==> src/rtl/shift_add_multiplier.sv <==
// Sequential unsigned multiply-accumulate: product = A*B + C, one multiplier bit per cycle.
// Fixed 16-cycle RUN phase; requests arriving while busy are dropped, not queued.
module shift_add_multiplier (
  input  logic        clk,
  input  logic        rst,
  input  logic        start,
  input  logic [31:0] multiplicand,
  input  logic [15:0] multiplier,
  input  logic [15:0] addend,
  output logic [47:0] product,
  output logic        done,
  output logic        busy
);

  typedef enum logic [1:0] {
    S_IDLE = 2'd0,
    S_RUN  = 2'd1,
    S_DONE = 2'd2
  } state_t;

  state_t      r_state;
  state_t      w_state_nxt;
  logic [31:0] r_a;
  logic [31:0] w_a_nxt;
  logic [15:0] r_b;
  logic [15:0] w_b_nxt;
  logic [47:0] r_acc;
  logic [47:0] w_acc_nxt;
  logic [3:0]  r_cnt;
  logic [3:0]  w_cnt_nxt;
  logic [47:0] r_product;
  logic [47:0] w_product_nxt;
  logic        r_done;
  logic        w_done_nxt;
  logic        r_busy;
  logic        w_busy_nxt;

  logic [47:0] w_partial;
  logic [47:0] w_sum;

  // Shifted multiplicand for the current bit; zero when that multiplier bit is clear.
  assign w_partial = r_b[r_cnt] ? ({16'b0, r_a} << r_cnt) : 48'b0;
  assign w_sum     = r_acc + w_partial;

  always_comb begin
    w_state_nxt   = r_state;
    w_a_nxt       = r_a;
    w_b_nxt       = r_b;
    w_acc_nxt     = r_acc;
    w_cnt_nxt     = r_cnt;
    w_product_nxt = r_product;
    w_done_nxt    = 1'b0;
    w_busy_nxt    = r_busy;

    case (r_state)
      S_IDLE, S_DONE: begin
        if (start) begin
          w_a_nxt     = multiplicand;
          w_b_nxt     = multiplier;
          w_acc_nxt   = {32'b0, addend};
          w_cnt_nxt   = 4'd0;
          w_busy_nxt  = 1'b1;
          w_state_nxt = S_RUN;
        end else begin
          w_state_nxt = S_IDLE;
        end
      end
      S_RUN: begin
        // start is deliberately not examined here, so in-flight operands stay untouched.
        w_acc_nxt = w_sum;
        w_cnt_nxt = r_cnt + 4'd1;
        if (r_cnt == 4'd15) begin
          w_product_nxt = w_sum;
          w_done_nxt    = 1'b1;
          w_busy_nxt    = 1'b0;
          w_state_nxt   = S_DONE;
        end
      end
      default: begin
        w_busy_nxt  = 1'b0;
        w_state_nxt = S_IDLE;
      end
    endcase
  end

  always_ff @(posedge clk) begin
    if (!rst) begin
      r_state   <= S_IDLE;
      r_a       <= 32'b0;
      r_b       <= 16'b0;
      r_acc     <= 48'b0;
      r_cnt     <= 4'd0;
      r_product <= 48'b0;
      r_done    <= 1'b0;
      r_busy    <= 1'b0;
    end else begin
      r_state   <= w_state_nxt;
      r_a       <= w_a_nxt;
      r_b       <= w_b_nxt;
      r_acc     <= w_acc_nxt;
      r_cnt     <= w_cnt_nxt;
      r_product <= w_product_nxt;
      r_done    <= w_done_nxt;
      r_busy    <= w_busy_nxt;
    end
  end

  assign product = r_product;
  assign done    = r_done;
  assign busy    = r_busy;

endmodule

==> config.mk <==
export PLATFORM = sky130hd
export DESIGN_NAME = shift_add_multiplier
export DESIGN_NICKNAME = d
export VERILOG_FILES = /design/src/rtl/shift_add_multiplier.sv
export SDC_FILE = /design/constraint.sdc
export NUM_CORES = 1
export LEC_CHECK = 0
export ABC_AREA = 0
export BUFFER_PORTS_ARGS = -buffer_cell sky130_fd_sc_hd__buf_2
export CAP_MARGIN = 15
export CORE_ASPECT_RATIO = 1.75
export CORE_MARGIN = 4
export CORE_UTILIZATION = 50
export CTS_CLUSTER_DIAMETER = 200
export DETAILED_ROUTE_END_ITERATION = 6
export GPL_ROUTABILITY_DRIVEN = 0
export PLACE_DENSITY = 0.7
export SLEW_MARGIN = 0
export SYNTH_ARGS = -nofsm -noshare
export SYNTH_HDL_FRONTEND = slang
export SYNTH_SLANG_ARGS = --single-unit
==> constraint.sdc <==
create_clock -name clk -period 4.94 [get_ports clk]
set_input_delay 0.741 -clock clk [delete_from_list [all_inputs] [get_ports clk]]
set_output_delay 0.741 -clock clk [all_outputs]
set_load 0.01 [all_outputs]
# --- Word level (Yosys, flattened, before mapping) ---
# Cells that the tools add are included.
classes:
  n_addsub: 2
  order_cmp: 1
  eq_ne: 5
  shifts: 1
  mux: 14
  reduce_logical: 8
op_table:
  columns: ["op", "count"]
  rows:
  - ["48-bit 2-to-1 mux", 2]
  - ["48-bit case mux with 2 select lines", 1]
  - ["48-bit adder", 1]
  - ["32-bit by 4-bit left shift with 48-bit output", 1]
  - ["2-bit AND reduction", 5]
  - ["4-bit case mux with 2 select lines", 1]
  - ["4-bit by 5-bit < comparator with 1-bit output, second input constant", 1]
  - ["1-bit 2-to-1 mux", 5]
  - ["4-bit by 1-bit adder with 4-bit output, second input constant", 1]
  - ["1-bit binary-select mux with 4-bit select", 1]
  - ["4-bit == test, second input constant", 1]
  - ["4-bit 2-to-1 mux", 1]
  - ["2-bit inequality test, second input constant", 2]
  - ["2-bit case mux with 2 select lines", 1]
  - ["2-bit by 1-bit == test with 1-bit output, second input constant", 1]
  - ["2-bit == test, second input constant", 1]
  - ["2-bit zero test", 1]
  - ["2-bit 2-to-1 mux", 1]
  - ["1-bit case mux with 2 select lines", 1]
  - ["2-bit nonzero test", 1]
  - ["2-bit OR reduction", 1]
word_totals:
  reg_bits: 152
  in_bits: 67
  out_inout_bits: 50
  elab_cells: 39

# --- Depth between registers and ports, before layout ---
depth:
  depth_word: 5
  depth_mapped: 20

# --- Worst setup path before layout ---
# OpenSTA, ideal clock, no wires.
synth_path:
  kind: "flip-flop to flip-flop"
  startpoint: "register r_cnt[0]"
  endpoint: "register r_acc[44]"
  t_arrival_ns: 4.072
  required_ns: 4.817
  slack_ns: 0.746
  stages_incl_launch_ff: 20
  cell_sequence: "dfxtp_1 buf_2 mux4_2 o21ai_1 o21bai_1 and2_0 clkbuf_1 buf_2 a211oi_1 ha_1 buf_6 a21o_1 o21bai_1 a221o_1 a221o_1 o211ai_2 o21ai_4 a31oi_4 xor2_1 o21ai_1"
synth_between:
  elab_chain_cells: 5
  elab_cells_between_ends: 6
synth_lines:
  columns: ["item", "line", "rtl"]
  rows:
  - ["start, declared", "29", "logic [3:0] r_cnt;"]
  - ["start signal, assigned", "101", "r_cnt <= w_cnt_nxt;"]
  - ["1-bit binary-select mux with 4-bit select", "42", "assign w_partial = r_b[r_cnt] ? ({16'b0, r_a} << r_cnt) : 48'b0;"]
  - ["1-bit 2-to-1 mux (implied by the code)", "42", null]
  - ["48-bit 2-to-1 mux *", "42", null]
  - ["48-bit adder *", "43", "assign w_sum = r_acc + w_partial;"]
  - ["48-bit case mux with 2 select lines *", "55", "case (r_state)"]
  - ["end signal, assigned", "100", "r_acc <= w_acc_nxt;"]
  - ["end, declared", "27", "logic [47:0] r_acc;"]
# Mark *: on every way between the ends. The rest lies on a longest branch, timed or not. The select of a mux whose other input is x is not followed.
# A chain may end at the register's enable or synchronous reset.

# --- Worst setup path after layout ---
layout_path:
  startpoint: "register r_cnt[0]"
  endpoint: "register r_product[45] (netlist: product[45])"
layout_between:
  elab_chain_cells: 4
  elab_cells_between_ends: 7
layout_lines:
  columns: ["item", "line", "rtl"]
  rows:
  - ["1-bit binary-select mux with 4-bit select", "42", null]
  - ["1-bit 2-to-1 mux (implied by the code)", "42", null]
  - ["48-bit 2-to-1 mux", "42", null]
  - ["48-bit adder", "43", null]
  - ["end signal, assigned", "102", "r_product <= w_product_nxt;"]
  - ["end, declared", "31", "logic [47:0] r_product;"]
# Parallel ways exist; a longest one is shown, timed or not. The select of a mux whose other input is x is not followed.

==> results.py <==
metrics = {
    "detailed_routing": {
        "vias": 9438,
        "drt-wirelength-per-cell_um": 18.41,
        "drc_errors": 0,
        "drtIter0Drc": 603,
        "totalWireLength_um": 28950,
        "via_per_inst": 6.004,
        "drtAntennaViolNets": 0,
        "first_pass_iters": 5,
    },
    "floorplan": {
        "core_area_um2": 19650,
        "die_x_um": 114.8,
        "initial_core_util_pct": 50.74,
        "io_pins": 117,
        "die_area_um2": 22360,
        "rows": 68,
        "die_h_um": 194.8,
    },
    "grt": {
        "track_usage_pct": 26.15,
        "antenna_found_initial": 0,
        "grt_pass1_wl_um": 46590,
        "busiest_layer": "met2",
        "global_route.usage.met2_pct": 45.54,
        "grtUsageMet1_pct": 28.46,
        "use_met3_pct": 4.984,
        "grt_pass1_vias": 9174,
        "grt_max_degree": 68,
        "grt_overflow": 0,
    },
    "clocking": {
        "cts-root-buf": "clkbuf_16",
        "cts_tree": "yes",
        "clkSlewWorstSetupHoldPaths_ns": 0.07,
        "h-tree-depth": 4,
        "clk-insertion-delay-late_ns": 0.45,
        "cts_buffer_depth": 2,
        "cts_buffers": 17,
        "cts_sinks": 152,
        "cts_setup_buffers": 0,
    },
    "timing": {
        "fmax_mhz": 216.3,
        "rsz0062_at_grt": "no",
        "maxSlewHeadroom_pct": 29.39,
        "hold_viol_final": 0,
        "min_period_ns": 4.623,
        "fin_tns_setup_ns": 0,
        "setup_viol_count_final": 0,
        "clock_skew_ns": 0.01309,
        "finalMaxSlewViolations": 0,
        "tightest_slew_ns": 1.059,
        "fin_crit_sh_pct": 93.59,
    },
    "placement": {
        "placedCellCount": 1540,
        "hpwl_um": 21890,
        "port_buffers": 116,
    },
    "logic_synthesis": {
        "synth_cell_types": 82,
        "syn_area_um2": 9972,
        "yosys.cell_count.top_type": "nand2_1",
        "ys_ff_latch": 152,
        "postSynthAreaPerCell_um2": 7.940,
        "yosys-top-cells-area": "dfxtp_1 (31%), nand2_1 (9.8%), a21oi_1 (8.0%)",
        "yosys_most_used_dff": "dfxtp_1",
        "synth_edf_count": 0,
        "synth_top_area_share_pct": 30.51,
        "ys_warn_count": 0,
        "synth_area_leader_cell": "dfxtp_1",
        "ys_async_sr_fraction_pct": 0,
        "syn_nets": 1372,
        "synth_top_cells_by_count": "nand2_1 (260), a21oi_1 (160), dfxtp_1 (152), nor2_1 (83), clkbuf_1 (57)",
        "synth-seq-area-share_pct": 30.51,
        "netlist_instances": 1256,
    },
    "final_layout": {
        "finalNonFillerCells": 1572,
        "area_growth_pct": 12.15,
        "nets": 1430,
        "drive_gt1_share_pct": 17.78,
        "n_antenna_cell": 0,
    },
    "worst_setup_path": {
        "critPathArrivalTime_ns": 5.00,
        "crit_type": "reg2reg",
        "critPathRequiredTime_ns": 5.32,
        "end_kind": "register",
        "cp_max_fo": 31,
        "critPathLaunchType": "register",
    },
    "power_and_ir_drop": {
        "power.leakage_nw": 4.486,
        "power_density_nw_per_um2": 265.7,
        "vdd_drop_max_mv": 0.4063,
    },
    "min_path": {
        "hold_class": "reg2reg",
    },
    "flow_run": {
        "drv.max_cap_violation_count": 0,
    },
    "outcome": {
        "outcome": "completed",
    },
}
placed cells by master, fill, tap and decap left out, types with 11 or more instances in the layout:
master,netlist,layout
ha_1,48,48
o21ai_0,43,43
a31oi_1,11,11
a22oi_1,27,27
mux4_2,24,24
buf_4,1,15
a21oi_1,160,160
and2_1,15,15
dfxtp_1,152,149
nand3_1,26,26
mux2i_1,29,29
xor2_1,21,21
nand2_1,260,260
buf_2,15,116
nor3_1,12,11
clkbuf_16,0,17
a211oi_1,40,40
nand4_1,17,17
a21o_1,21,21
xnor2_1,21,21
or3_1,11,11
nor2_1,83,80
worst max-delay path, cell delays in order (launching register included):
cell and delay [ns]:
dfxtp_2 0.41, mux4_2 0.51, o21bai_1 0.49, and2_0 0.27, buf_12 0.20, a211oi_1 0.06, ha_1 0.49, nand4_2 0.20
nor3_2 0.30, nand3_1 0.17, a211oi_2 0.33, o21ai_2 0.16, a311oi_2 0.31, nor3_1 0.08, or3b_1 0.41, a21oi_2 0.13
power by group:
part	total, W	internal (W)	switching (W)
combinational	0.000351	0.000135	0.000216
sequential	0.00130	0.00126	0.0000352
clock	0.00132	0.000774	0.000549
total	0.00297	0.00217	0.000800
sequential cells by signal, indices dropped and copies added, names as in the netlist:
signal	cells
busy	1
done	1
r_cnt	4
r_a	32
r_acc	48
product	48
r_b	16
r_state	2
worst paths after layout:
kind,slack (ns),from,depth (start not counted),end
max,0.32,r_cnt[0],15,product[45]
min,0.45,product[29],2,product[29]
max reg2reg,0.32,r_cnt[0],15,product[45]
min reg2reg,0.45,product[29],2,product[29]
final cells by class:
type / count / area (um2)
Clock buffer: 19 / 452.9
Clock inverter: 13 / 145.1
Fill cell: 1847 / 8471
Inverter: 13 / 50.05
Multi-Input combinational cell: 997 / 6457
Sequential cell: 152 / 3047
Tap cell: 245 / 306.5
Timing Repair Buffer: 133 / 724.4
logic make-up (layout without fill, tap and decap cells):
family	Yosys count	in the layout	share of synthesized area (%)
buffers and inverters	107	178	5.044
DFF	152	152	30.51
muxes	57	57	8.783
AOI/OAI and AO/OA	386	386	25.31
and+or+nand+nor	463	463	20.44
xor gates and xnor gates	42	42	3.689
adders and majority gates	49	49	6.223
layer usage:
metal / part of all wire [%] / vias to the layer above / wire [um]
met2: 51 / 306 / 14850
met1: 37 / 4394 / 10740
li1: - / 4630 / -
met3: 4.9 / 108 / 1412
met4: 6.7 / 0 / 1949
met5: 0 / - / 0
stage by stage:
step	hold slack [ns]	instance area [um2]	power [W]	utilization (%)	setup slack, ns
global placement	0.4395	10580	0.001668	53.84	0.3334
detailed placement	0.4432	10580	0.001674	53.84	0.3033
finish	0.4490	11180	0.002971	56.90	0.3166
global route	0.4676	11180	0.003085	56.90	0.02538
floorplan	0.4268	9972	0.001566	-	0.7458
CTS	0.4518	11180	0.002991	56.88	0.2496
what timing repair did:
action	4_1_cts	5_1_grt
resized for setup	0	1
hold buffers	0	0
hold endpoints to repair	0	0
endpoints found under the setup margin	0	14
Power figures use the tool's default switching activity.
